### config.mk
export PLATFORM = sky130hd
export DESIGN_NAME = rs_issue_scheduler
export DESIGN_NICKNAME = d
export VERILOG_FILES = /design/src/rtl/rs_issue_scheduler.sv
export SDC_FILE = /design/constraint.sdc
export NUM_CORES = 1
export LEC_CHECK = 0
export CORE_UTILIZATION = 55
export DETAILED_ROUTE_END_ITERATION = 12
export PLACE_DENSITY = 0.77
export RECOVER_POWER = 50
export SYNTH_ARGS = -nofsm -noshare
export SYNTH_HDL_FRONTEND = slang
export SYNTH_SLANG_ARGS = --single-unit
### constraint.sdc
create_clock -name clock -period 7.1 [get_ports clock]
set_input_delay 1.42 -clock clock [delete_from_list [all_inputs] [get_ports clock]]
set_output_delay 1.42 -clock clock [all_outputs]
set_load 0.02 [all_outputs]
### src/rtl/rs_issue_scheduler.sv
// Reservation-station bank controller: lowest-free allocation, CDB wakeup, oldest-first issue.
// Optional macro RS_SCHED_CDB_BYPASS_EN captures a same-cycle CDB tag into a dispatching station.
module rs_issue_scheduler #(
  parameter int REG_STATIONS_WIDTH  = 2,
  parameter int REG_FILE_ADDR_WIDTH = 7
) (
  input  logic                           clock,
  input  logic                           reset,
  input  logic                           dispatch_valid,
  output logic                           dispatch_ready,
  input  logic [REG_FILE_ADDR_WIDTH-1:0] dispatch_rs1,
  input  logic [REG_FILE_ADDR_WIDTH-1:0] dispatch_rs2,
  input  logic                           dispatch_rs1_ready,
  input  logic                           dispatch_rs2_ready,
  output logic                           stat_write_en,
  output logic [REG_STATIONS_WIDTH-1:0]  stat_write_sel,
  input  logic                           cdb_valid,
  input  logic [REG_FILE_ADDR_WIDTH-1:0] cdb_in,
  output logic                           issue_valid,
  input  logic                           issue_ready,
  output logic [REG_STATIONS_WIDTH-1:0]  issue_sel,
  output logic                           stat_clear,
  output logic [REG_STATIONS_WIDTH-1:0]  stat_clear_sel,
  input  logic                           flush,
  output logic                           stat_flush,
  output logic [REG_STATIONS_WIDTH:0]    occupancy
);
  localparam int SW = REG_STATIONS_WIDTH;
  localparam int AW = REG_FILE_ADDR_WIDTH;
  localparam int NS = 2**SW;

  typedef enum logic {IDLE, OFFER} state_e;

  state_e                state_q, state_d;
  logic [SW-1:0]         sel_q, sel_d;
  logic [SW:0]           occ_q, occ_d;
  logic [NS-1:0]         valid_q, valid_d;
  logic [NS-1:0]         rdy1_q, rdy1_d;
  logic [NS-1:0]         rdy2_q, rdy2_d;
  logic [AW-1:0]         rs1_q [NS];
  logic [AW-1:0]         rs2_q [NS];
  // older_q[i][j] set means station i was allocated before station j
  logic [NS-1:0][NS-1:0] older_q;

  logic          any_free;
  logic [SW-1:0] free_idx;
  logic [NS-1:0] elig, sel_oh;
  logic          first_any, rest_any;
  logic [SW-1:0] first_idx, rest_idx;
  logic          issue_fire, cdb_hazard, new_rdy1, new_rdy2;

  function automatic logic [SW:0] pick_oldest(input logic [NS-1:0]         mask,
                                              input logic [NS-1:0][NS-1:0] older);
    logic [SW:0] res;
    logic        beaten;
    res = '0;
    for (int i = 0; i < NS; i++) begin
      beaten = 1'b0;
      for (int j = 0; j < NS; j++) begin
        if (mask[j] && older[j][i]) beaten = 1'b1;
      end
      if (mask[i] && !beaten) res = {1'b1, SW'(i)};
    end
    return res;
  endfunction

  always_comb begin
    any_free = 1'b0;
    free_idx = '0;
    for (int i = NS - 1; i >= 0; i--) begin
      if (!valid_q[i]) begin
        any_free = 1'b1;
        free_idx = SW'(i);
      end
    end
  end

`ifdef RS_SCHED_CDB_BYPASS_EN
  assign cdb_hazard = 1'b0;
  assign new_rdy1   = dispatch_rs1_ready | (cdb_valid & (dispatch_rs1 == cdb_in));
  assign new_rdy2   = dispatch_rs2_ready | (cdb_valid & (dispatch_rs2 == cdb_in));
`else
  // Without bypass, stall a dispatch that would miss a broadcast of its own pending tag
  assign cdb_hazard = cdb_valid & ((~dispatch_rs1_ready & (dispatch_rs1 == cdb_in)) |
                                   (~dispatch_rs2_ready & (dispatch_rs2 == cdb_in)));
  assign new_rdy1   = dispatch_rs1_ready;
  assign new_rdy2   = dispatch_rs2_ready;
`endif

  assign dispatch_ready = any_free & ~flush & ~cdb_hazard;
  assign stat_write_en  = dispatch_valid & dispatch_ready;
  assign stat_write_sel = free_idx;
  assign issue_valid    = (state_q == OFFER);
  assign issue_sel      = sel_q;
  assign issue_fire     = issue_valid & issue_ready & ~flush;
  assign stat_clear     = issue_fire;
  assign stat_clear_sel = sel_q;
  assign stat_flush     = flush;
  assign occupancy      = occ_q;

  assign elig   = valid_q & rdy1_q & rdy2_q;
  assign sel_oh = {{(NS-1){1'b0}}, 1'b1} << sel_q;
  assign {first_any, first_idx} = pick_oldest(elig, older_q);
  assign {rest_any, rest_idx}   = pick_oldest(elig & ~sel_oh, older_q);

  always_comb begin
    state_d = state_q;
    sel_d   = sel_q;
    if (flush) begin
      state_d = IDLE;
    end else begin
      case (state_q)
        IDLE: begin
          if (first_any) begin
            state_d = OFFER;
            sel_d   = first_idx;
          end
        end
        OFFER: begin
          if (issue_fire) begin
            if (rest_any) sel_d = rest_idx;
            else          state_d = IDLE;
          end
        end
        default: state_d = IDLE;
      endcase
    end
  end

  always_comb begin
    valid_d = valid_q;
    rdy1_d  = rdy1_q;
    rdy2_d  = rdy2_q;
    for (int i = 0; i < NS; i++) begin
      if (cdb_valid && valid_q[i]) begin
        if (rs1_q[i] == cdb_in) rdy1_d[i] = 1'b1;
        if (rs2_q[i] == cdb_in) rdy2_d[i] = 1'b1;
      end
    end
    if (issue_fire) valid_d[sel_q] = 1'b0;
    if (stat_write_en) begin
      valid_d[free_idx] = 1'b1;
      rdy1_d[free_idx]  = new_rdy1;
      rdy2_d[free_idx]  = new_rdy2;
    end
    if (flush) valid_d = '0;
    occ_d = flush ? '0 : occ_q + (SW+1)'(stat_write_en) - (SW+1)'(issue_fire);
  end

  always_ff @(posedge clock or posedge reset) begin
    if (reset) begin
      state_q <= IDLE;
      sel_q   <= '0;
      occ_q   <= '0;
      valid_q <= '0;
      rdy1_q  <= '0;
      rdy2_q  <= '0;
    end else begin
      state_q <= state_d;
      sel_q   <= sel_d;
      occ_q   <= occ_d;
      valid_q <= valid_d;
      rdy1_q  <= rdy1_d;
      rdy2_q  <= rdy2_d;
    end
  end

  // Tags and age order are only meaningful under valid, so they carry no reset
  always_ff @(posedge clock) begin
    if (stat_write_en) begin
      rs1_q[free_idx] <= dispatch_rs1;
      rs2_q[free_idx] <= dispatch_rs2;
      for (int j = 0; j < NS; j++) begin
        older_q[free_idx][j] <= 1'b0;
        older_q[j][free_idx] <= (SW'(j) != free_idx);
      end
    end
  end

endmodule

==> results.md <==
- Largest vdd supply drop: 0.147 mV
- CTS tree: built
- Post-Synthesis Mean Instance Area: 12.9 µm²
- Number of buffers created by CTS: 9
- Count of buffers from port buffering: 42
- Synth Cell Area: 0.00440 mm²
- Relative slew margins: 0.387
- Layout cells sized above 1: 0.0720
- Via count of the first global-routing pass: 2823
- Antenna-violating nets left: 0
- Post-synth top cells: edfxtp_1, xor2_1, nor4_1, nand2_1, dfrtp_1
- Floorplan die height: 91.4 µm
- Worst setup path endpoint: stat_write_en
- Least-Margin Pin Slew: 0.916 ns
- WHS: 0.586 ns
- Top-count cell post-synth: edfxtp_1
- Clock transition at the registers of the reported paths: 0.09 ns
- Max Transition Viols Final: 0
- Crit path from: cdb_in[2]
- Placer's final routability congestion estimate: 0.886
- Post-detailed-routing wire length: 9540 µm
- Number of remaining DRC errors: 0
- Highest clock rate: 178 MHz
- Final worst path period share: 0.790
- Fin util: 0.657
- HPWL reported at the end of detailed placement: 6860 µm
- Category of the most critical setup path: in -> out
- Die area: 0.00836 mm²
- P per Cell Area: 239 mW/mm²
- Leak: 1.84 nW
- Distinct cell type count of the synthesized netlist: 47
- Synthesized net count: 374
- Source of the worst register-to-register timing path: valid_q[1]
- Worst setup EP type: primary output
- Post-route insts no fill: 491
- DR iter-0 viols: 290
- N_diodes: 0
- Main area contributors after synthesis: edfxtp_1, xor2_1, dfrtp_1
- Maximum number of pins on one net before global-route repair: 19
- Max_cap viols: 0
- Crit-path max FO: 10
- Initial antenna violation count: 0
- Synthesized instance count: 342
- Proportion of netlist area held by the largest area contributor: 0.491
- Total negative slack: 0 ns
- Data required, critical path: 5.68 ns
- Placed Instances: 475
- Clock insertion delay at the later pin of the skew report: 0.37 ns
- Buffer count from post-CTS setup fixing: 0
- Initial Util: 0.569
- Average via count per standard cell: 5.89
- Worst Clk Skew: 0.0100 ns
- Proportion of register bits with asynchronous set or reset after synthesis: 0.200
- Post-cts sizing count: 0
- Remaining global-route overflow: 0
- H-tree level count: 3
- Total Nets Final: 416
- Endpoints failing hold: 0
- Data arrival time of the critical path: 4.19 ns
- Number of buffers on the longest clock path: 2
- Area growth, synth to finish: 15.3%
- Reg-to-reg setup timing slack: 4.64 ns
- Number of enable flip-flop cells after synthesis: 72
- Die Span X: 91.4 µm
- Sinks on Clock Net: 90
- Total vias in the final route: 2893
- Standard-cell row count: 32
- Most used DFF post-synth: edfxtp_1
- Unrepaired setup endpoints after global routing: no
- Total of endpoints with negative setup slack in the final report: 0
- Critical path launch point type: input port
- Number of synthesized register bits: 90
- Core region area: 0.00773 mm²
- Total global-route track usage: 0.248
- Sequential element share of the synthesized area: 0.594
- Router iterations before antenna repair: 5
- Clock root buffer: clkbuf_8
- Number of top-level design ports: 43
- Synthesis Warnings: 0
- Library cell with the largest summed area after synthesis: edfxtp_1
- Endpoint of the worst-slack reg-to-reg timing path: occupancy[1]
- Depth of the worst register-to-register path: 8
- Per-cell routed wire length: 19.4 µm
- Worst Setup Slack post-DPL: 1.51 ns
- First-pass GRT wire length: 15400 µm
- Final Critical Period: 5.61 ns
- Type of the tightest min-delay check: reg -> reg
- Final worst slack: 1.49 ns
- Post-CTS Hold Fix Bufs: 0
- Result of the run: completed
[placed cells by master, fill, tap and decap left out, types with 4 or more instances in the layout]
cell type,count
nand2b_1,5
nand2_1,21
o21ai_0,4
nand4_1,17
nor4_1,24
dlygate4sd3_1,20
buf_4,4
nor2_1,11
mux2i_1,9
inv_1,16
a21oi_1,11
dfrtp_1,18
clkdlybuf4s50_1,22
xor2_1,71
nor2b_1,6
clkbuf_8,9
edfxtp_1,72
[power by group]
| part | switching, mW | leakage, nW | internal, mW |
|---|---|---|---|
| Sequential | 0.0473 | 0.887 | 0.606 |
| Combinational | 0.111 | 0.858 | 0.0837 |
| Clock | 0.195 | 0.0988 | 0.169 |
| Total | 0.353 | 1.84 | 0.859 |
[area by class of cell]
cell class	instances	area [µm²]
clock buffers	9	124
clock inverters	7	82.6
fillers	557	2650
inverters	17	63.8
multi-input cells	220	1610
flip-flops and latches	90	2610
well taps	102	128
repair buffers	46	450
[registers in the layout, summed over array words and instances, names as in the netlist, named ones only]
name and flops:
rs2_q 28, rs1_q 28, valid_q 4, issue_valid 1, issue_sel 2, rdy2_q 4, rdy1_q 4, older_q 8
occupancy 3
[metal layers]
| layer | GRT usage | wire, µm | share of wire |
|---|---|---|---|
| met5 | 0 | 0 | 0 |
| met4 | 0.0807 | 140 | 0.015 |
| met3 | 0.0427 | 679 | 0.071 |
| met2 | 0.382 | 4460 | 0.47 |
| met1 | 0.357 | 4260 | 0.45 |
[critical path, stage by stage]
cell and delay [ns]:
clkdlybuf4s50_1 0.74, xor2_1 0.30, nor4_1 0.31, nand2_1 0.15
a21boi_4 0.41, nor3_1 0.10, buf_4 0.21, clkdlybuf4s50_1 0.54
[metrics by stage]
| stage | area (µm²) | total power [mW] |
|---|---|---|
| after floorplan | 4400 | 0.779 |
| after global placement | 4870 | 0.858 |
| after detailed placement | 4870 | 0.859 |
| after CTS | 5070 | 1.22 |
| after global routing | 5070 | 1.26 |
| final | 5070 | 1.21 |
[worst min path at each step]
stage / start / endpoint / slack [ns] / depth (start not counted)
final: older_q[5] / older_q[5] / 0.59 / 1
after global routing: older_q[5] / older_q[5] / 0.60 / 1
after CTS: older_q[5] / older_q[5] / 0.59 / 1
after detailed placement: older_q[5] / older_q[5] / 0.57 / 1
after global placement: older_q[0] / older_q[0] / 0.57 / 1
after floorplan: older_q[0] / older_q[0] / 0.52 / 1
[cells by family (layout without fill, tap and decap cells)]
| kind of cell | after synthesis | after routing | synth area share |
|---|---|---|---|
| buffers and inverters | 32 | 79 | 0.0395 |
| XOR/XNOR | 72 | 72 | 0.143 |
| adder cells (fa/ha/maj) | 3 | 3 | 0.0102 |
| AND/OR/NAND/NOR | 102 | 102 | 0.140 |
| AO/OA/AOI/OAI | 34 | 34 | 0.0523 |
| multiplexers | 9 | 9 | 0.0205 |
| flip-flops | 90 | 90 | 0.594 |
(Power assumes the default switching activity.)
